**src/rtl/out_spike_classifier.sv**
```systemverilog
// Output-layer spike classifier: counts per-neuron spikes over an image
// window, then scans the counters and reports the winning neuron.
module out_spike_classifier #(
  parameter int N       = 8,
  parameter int CNT_W   = 8,
  parameter int T_STEPS = 350,
  parameter int TU_W    = 16,
  parameter int ID_W    = 3
) (
  input  logic               clk,
  input  logic               rst,
  input  logic               start_core_img,
  input  logic               valid_op_nub,
  input  logic [N-1:0]       spike_op_nub,
  output logic               class_valid,
  output logic [ID_W-1:0]    class_id,
  output logic [CNT_W-1:0]   class_count,
  output logic               no_spike,
  output logic               busy,
  output logic               err_late,
  output logic [N*CNT_W-1:0] spike_counts
);

  typedef enum logic [1:0] {
    IDLE,
    ACCUM,
    SCAN,
    REPORT
  } state_t;

  localparam logic [TU_W-1:0]  TU_LAST  = TU_W'(T_STEPS - 1);
  localparam logic [ID_W-1:0]  IDX_LAST = ID_W'(N - 1);
  localparam logic [CNT_W-1:0] CNT_MAX  = '1;

  state_t            state, state_nxt;
  logic [CNT_W-1:0]  cnt [N];
  logic [TU_W-1:0]   tu_cnt;
  logic [ID_W-1:0]   idx;
  logic [ID_W-1:0]   best_id;
  logic [CNT_W-1:0]  best_cnt;
  logic              last_tu;
  logic              last_idx;

  assign last_tu  = (tu_cnt == TU_LAST);
  assign last_idx = (idx == IDX_LAST);
  assign busy     = (state == ACCUM) || (state == SCAN);

  for (genvar g = 0; g < N; g++) begin : g_pack
    assign spike_counts[g*CNT_W +: CNT_W] = cnt[g];
  end

  always_ff @(posedge clk) begin
    if (rst) state <= IDLE;
    else     state <= state_nxt;
  end

  always_comb begin
    state_nxt = state;
    if (start_core_img) begin
      state_nxt = ACCUM;
    end else begin
      unique case (state)
        IDLE:   state_nxt = IDLE;
        ACCUM:  if (valid_op_nub && last_tu) state_nxt = SCAN;
        SCAN:   if (last_idx) state_nxt = REPORT;
        REPORT: state_nxt = IDLE;
        default: state_nxt = IDLE;
      endcase
    end
  end

  always_ff @(posedge clk) begin
    if (rst) begin
      for (int i = 0; i < N; i++) cnt[i] <= '0;
      tu_cnt      <= '0;
      idx         <= '0;
      best_id     <= '0;
      best_cnt    <= '0;
      class_valid <= 1'b0;
      class_id    <= '0;
      class_count <= '0;
      no_spike    <= 1'b0;
      err_late    <= 1'b0;
    end else begin
      class_valid <= 1'b0;
      if (start_core_img) begin
        // a new image also cancels any scan/report still in flight
        for (int i = 0; i < N; i++) cnt[i] <= '0;
        tu_cnt      <= '0;
        idx         <= '0;
        best_id     <= '0;
        best_cnt    <= '0;
        class_id    <= '0;
        class_count <= '0;
        no_spike    <= 1'b0;
        err_late    <= 1'b0;
      end else begin
        if (valid_op_nub && state != ACCUM) err_late <= 1'b1;
        unique case (state)
          ACCUM: begin
            if (valid_op_nub) begin
              for (int i = 0; i < N; i++) begin
                if (spike_op_nub[i] && cnt[i] != CNT_MAX)
                  cnt[i] <= cnt[i] + CNT_W'(1);
              end
              tu_cnt <= tu_cnt + TU_W'(1);
              if (last_tu) begin
                idx      <= '0;
                best_id  <= '0;
                best_cnt <= '0;
              end
            end
          end
          SCAN: begin
            // strict compare keeps the lowest index on ties
            if (cnt[idx] > best_cnt) begin
              best_cnt <= cnt[idx];
              best_id  <= idx;
            end
            idx <= idx + ID_W'(1);
          end
          REPORT: begin
            class_valid <= 1'b1;
            class_count <= best_cnt;
            class_id    <= (best_cnt == '0) ? '0 : best_id;
            no_spike    <= (best_cnt == '0);
          end
          default: ;
        endcase
      end
    end
  end

endmodule

```
**config.mk**
```make
export PLATFORM = sky130hd
export DESIGN_NAME = out_spike_classifier
export DESIGN_NICKNAME = d
export VERILOG_FILES = /design/src/rtl/out_spike_classifier.sv
export SDC_FILE = /design/constraint.sdc
export NUM_CORES = 1
export LEC_CHECK = 0
export ABC_AREA = 1
export BUFFER_PORTS_ARGS = -buffer_cell sky130_fd_sc_hd__buf_2
export CAP_MARGIN = 20
export CORE_MARGIN = 4
export CORE_UTILIZATION = 58
export DETAILED_ROUTE_END_ITERATION = 10
export GPL_ROUTABILITY_DRIVEN = 0
export PLACE_DENSITY = 0.84
export SKIP_LAST_GASP = 1
export SLEW_MARGIN = 10
export SYNTH_ARGS = -nofsm -noshare
export SYNTH_HDL_FRONTEND = slang
export SYNTH_SLANG_ARGS = --single-unit
```
**constraint.sdc**
```tcl
create_clock -name clk -period 3.2 [get_ports clk]
set_input_delay 0.48 -clock clk [delete_from_list [all_inputs] [get_ports clk]]
set_output_delay 0.48 -clock clk [all_outputs]
set_load 0.005 [all_outputs]
```
; ---- Word-level counts from Yosys, hierarchy flattened
; Memories as Yosys holds them, arrays and structs flattened. A register that Yosys moved wholly into a read port is not among the register bits.
; Index checks and enable logic that the tools add are counted.
[word_totals]
inputBits = 12
ram_bits = 64
mem_count = 1
romBits = 0
wordCells = 167
output_inout_bits = 79
latchBits = 0
ff_bits = 46
[op_classes]
order_cmp = 1
multipliers = 0
eq_ne = 21
shifts = 0
div = 0
muxes = 86
add_sub_neg = 10
n_bitwise = 16
reduce_logical = 21
[memory_table]
columns = memory, words, width, rd, rd_ports_with_merged_regs, write_ports, line
row1 = cnt, 8, 8, 9, 1, 8, 36  ; logic [CNT_W-1:0] cnt [N];
[ops]
columns = op, count
row1 = 8-bit two-way mux, 19
row2 = "8-bit by 1-bit adder with 8-bit output, second input constant", 8
row3 = "8-bit inequality test, second input constant", 8
row4 = 1-bit two-way mux, 55
row5 = 3-bit two-way mux, 6
row6 = "16-bit by 1-bit adder with 16-bit output, second input constant", 1
row7 = "16-bit by 9-bit == test with 1-bit output, second input constant", 1
row8 = 1-bit OR, 16
row9 = 8-bit one-hot mux with 2 select lines, 1
row10 = 3-bit one-hot mux with 2 select lines, 2
row11 = 1-bit logical AND, 10
row12 = 8-bit greater-than comparator, 1
row13 = 8-bit logical NOT, 1
row14 = "2-bit by 1-bit inequality test with 1-bit output, second input constant", 3
row15 = "2-bit inequality test, second input constant", 3
row16 = 2-bit one-hot mux with 3 select lines, 1
row17 = 2-bit AND reduction, 3
row18 = "2-bit == test, second input constant", 2
row19 = 2-bit two-way mux, 2
row20 = 4-bit AND reduction, 1
row21 = 2-bit OR reduction, 2
row22 = "3-bit by 1-bit adder with 3-bit output, second input constant", 1
row23 = "3-bit == test, second input constant", 1
row24 = "3-bit by 2-bit inequality test with 1-bit output, second input constant", 1
row25 = other kinds (6), 6

; ---- Depth between registers and ports, before layout
; An unclocked memory read counts as a cell.
[logic_depth]
ltp_word = 10
depth_mapped = 22
mapped_depth_nobuf = 21

; ---- Worst setup path after synthesis
; No wires, ideal clock.
[synth_timing]
path_type = register -> register
from = register with a tool-made name
to = register best_cnt[4]
setup_time_ps = 115
period_less_slack_ps = 2388
stages_incl_launch_ff = 18
slack_ps = 812
arrival_time_ps = 2273
path_buffers = 2
cell_sequence = dfxtp_1 -> inv_1 -> clkbuf_1 -> nand2_1 -> o211ai_1 -> nand3_1 -> and2_1 -> ha_1 -> nand2_1 -> nor2_1 -> nand2_1 -> nand2_1 -> nand2_1 -> nand2_1 -> clkbuf_1 -> nand3_1 -> nand2_1 -> nor2_1
[synth_lines]
columns = item, line
row1 = "end signal, assigned", 117  ; best_cnt <= cnt[idx];
row2 = "end, declared", 40  ; logic [CNT_W-1:0] best_cnt;

==> reports/qor.csv <==
metric,value,unit
outcome,completed,
instances_no_fill,1029,
overflow,0,
synthFlopType,sky130_fd_sc_hd__dfxtp_1,
synth_enable_flop_cells,56,
syn_area,0.006161,mm²
clock_transition_at_path_regs,0.06,ns
endpoint_kind,flop,
synth_compound_area_frac,0.1403,
multiplexer_share_of_the_synthesized_area,0,
reg2regPathDepth,15,
hold_path_cell_cnt,3,
crit-reg2reg-capture,best_id[2],
die_x,111.1,µm
clk-insertion-delay-late,0.52,ns
fin_crit_sh,0.9399,
syn-num-nets,820,
die_h,111.1,µm
initial_antenna_violation_count,0,
syn_to_final_growth,18.52,%
cts_post_setup_buffers_inserted,0,
diodes,0,
route.detailed.wl_per_inst,15.47,µm
post_route_cells_drive_above_1_share,0.1781,
postRouteWirelength,15.92,mm
tightest_slew,0.6171,ns
postSynth.asyncResetShare,0,
netlist_top_cells_area,"sky130_fd_sc_hd__edfxtp_1 27%, sky130_fd_sc_hd__dfxtp_1 19%, sky130_fd_sc_hd__nand2_1 8.1%, sky130_fd_sc_hd__a21oi_1 6.2%, sky130_fd_sc_hd__nor2_1 6.1%",
cap_violations,0,
worst-endpoint-required,3.64,ns
io_buffers,90,
rows,37,
power_leakage,3.075,nW
grt_pass1_wl,25.87,mm
cts_max_level,4,
yosysWarningCount,0,
achievable-frequency,332.5,MHz
period_minus_slack,3.008,ns
worst_hold_path_endpoint,err_late,
cpMaxStageDelayCell,sky130_fd_sc_hd__clkinvlp_2,
postSynthCellCount,785,
synth.yosys.seq_area_share,0.4582,
path_common_cell,sky130_fd_sc_hd__nand2_1,
worst_skew,0.007062,ns
synth_largest_type_area_fraction,0.2729,
final_common_cell,sky130_fd_sc_hd__nand2_1,
placed_cells_incl_taps,996,
maxSlewHeadroom,0.5879,
post_route_setup_tns,0,ns
report.final.slew_viol_count,0,
detail_route.drc_violations,0,
hp-class,input port to flop,
detail_route.vias_per_cell,5.715,
final-setup-viol-count,0,
track_usage,0.2545,
leading_cell_types_in_the_layout_fill_and_taps_excluded,"133 x sky130_fd_sc_hd__nand2_1, 99 x sky130_fd_sc_hd__nor2_1, 97 x sky130_fd_sc_hd__inv_1",
initial_utilization,0.5968,
grt_pass1_vias,5411,
syn_area_per_cell,7.848,µm²
cts_tree,built,
yosys.area_share.simple,0.2537,
power_density,514.2,mW/mm²
arithmetic_cell_share_of_the_synthesized_area_counting_full_adders_half_adders_and_majority_gates,0.04671,
timing.reg2reg.setup_slack,0.19,ns
slowest_delay,0.44,ns
vias,5881,
power.ir.vdd_worst,0.2841,mV
cts_buffer_depth,2,
worst_setup_path_start_kind,flop,
drt.antenna.violating_nets,0,
largest_net_degree_at_the_start_of_global_routing,39,
ys_ff_latch,113,
cts_buffers,17,
post_synth_num_cell_types,39,
cp_cell_sequence,clkinvlp_2 > o21ai_0 > nand3_1 > and2_1 > ha_1 > a21oi_1 > nor2_1 > nor2_1 > nand2_1 > nand2_1 > nand2_1 > buf_4 > nand2_1 > nand2_1 > a21oi_1,
detailedRoute.firstPassIterationCount,6,
worst_ep_arrival_time,3.45,ns
cts.sink_count,113,
first_iter_violations,512,
cts.root.buffer_cell,sky130_fd_sc_hd__clkbuf_8,
synthXorXnorAreaFrac,0.02417,
worst_hold_startpoint,valid_op_nub,
detailedPlacementHpwl,11.11,mm
timing.critical_path.fanout_max,14,
category_of_the_critical_setup_timing_path,flop to flop,
synthDominantAreaCellType,sky130_fd_sc_hd__edfxtp_1,
die-area,0.01234,mm²
largest_family_of_logic_cells_by_synthesized_area,simple AND/OR/NAND/NOR gates,
unrepaired_setup_endpoints_after_global_routing,false,
fin_nets,915,
top_level_ports,91,
core_area,0.01032,mm²
timing_hold_violations_final,0,
-- power breakdown --
part           internal, mW  total, mW  switching, mW
Combinational         0.118      0.333          0.215
Clock                  1.09       1.78          0.689
Sequential             1.57       1.64         0.0678
-- synthesized netlist by cell type, drive strengths merged, types with 2 or more instances --
library cell and instances:
nor3b 7, or2 4, a21oi 77, clkbuf 13, nor2 106, inv 102, xor2 12, a211oi 2
buf 7, nor4 3, and2 4, nor3 18, xnor2 5, edfxtp 56, a31oi 3, ha 23
nand3 52, nand4 18, o211ai 10, nand2 138, o21ai 62, dfxtp 57
-- cells by family after synthesis --
kind of cell               count (synthesis)
and+or+nand+nor                          350
AOI/OAI and AO/OA                        159
buffers and inverters                    123
DFF                                      113
adders and majority gates                 23
xor gates and xnor gates                  17
-- stage by stage --
stage / area, µm² / hold slack (ns) / utilization / power [mW] / setup WS [ns]
floorplan: 6161 / 0.4398 / - / 1.871 / 0.8117
global placement: 6735 / 0.4516 / 0.6524 / 1.982 / 0.5209
detailed placement: 6735 / 0.4573 / 0.6524 / 1.991 / 0.3399
CTS: 7293 / 0.2474 / 0.7065 / 3.761 / 0.3084
global route: 7302 / 0.2908 / 0.7073 / 3.885 / 0.004819
finish: 7302 / 0.2591 / 0.7073 / 3.754 / 0.1924
-- area by class of cell --
class,instances,area (µm²)
multi-input combinational,549,2867
tap,136,170.2
inverter,103,391.6
timing repair buffer,95,488.0
sequential,113,2823
clock inverter,13,105.1
fill,798,3022
clock buffer,19,452.9
timing repair inverter,1,5.005
-- repair_timing --
action / CTS / global route
hold buffers: 0 / 0
resized for setup: 0 / 1
endpoints found under the setup margin: 0 / 5
-- layer usage --
layer	wire length (µm)	global-route usage
met1	6515	0.3217
met2	7501	0.4138
met3	1330	0.06496
met4	573	0.1103
met5	0	0
-- how the worst max path moves through the flow --
stage                     startpoint          end  slack [ns]  cells past startpoint
after floorplan                 flop  best_cnt[4]        0.81                     17
after global placement          flop  best_cnt[1]        0.52                     19
after detailed placement        flop  best_cnt[2]        0.34                     19
after CTS                       flop  best_cnt[2]        0.31                     19
after global routing            flop  best_cnt[3]       0.005                     20
final                           flop   best_id[2]        0.19                     15
-- registers in the layout, summed over array words and instances, names as in the netlist, named ones only --
register	flops
class_valid	1
class_count	8
tu_cnt	16
cnt	64
class_id	3
no_spike	1
idx	3
best_cnt	8
state	2
err_late	1
best_id	3
-- critical path, delay by kind of cell (launching register included) --
| kind | cells | cell delay (ns) |
|---|---|---|
| fa+ha+maj | 1 | 0.28 |
| compound gates | 3 | 0.63 |
| flops | 1 | 0.43 |
| simple gates | 9 | 0.94 |
| buf+inv | 2 | 0.63 |
No activity file was read; power rests on OpenSTA's default activity.
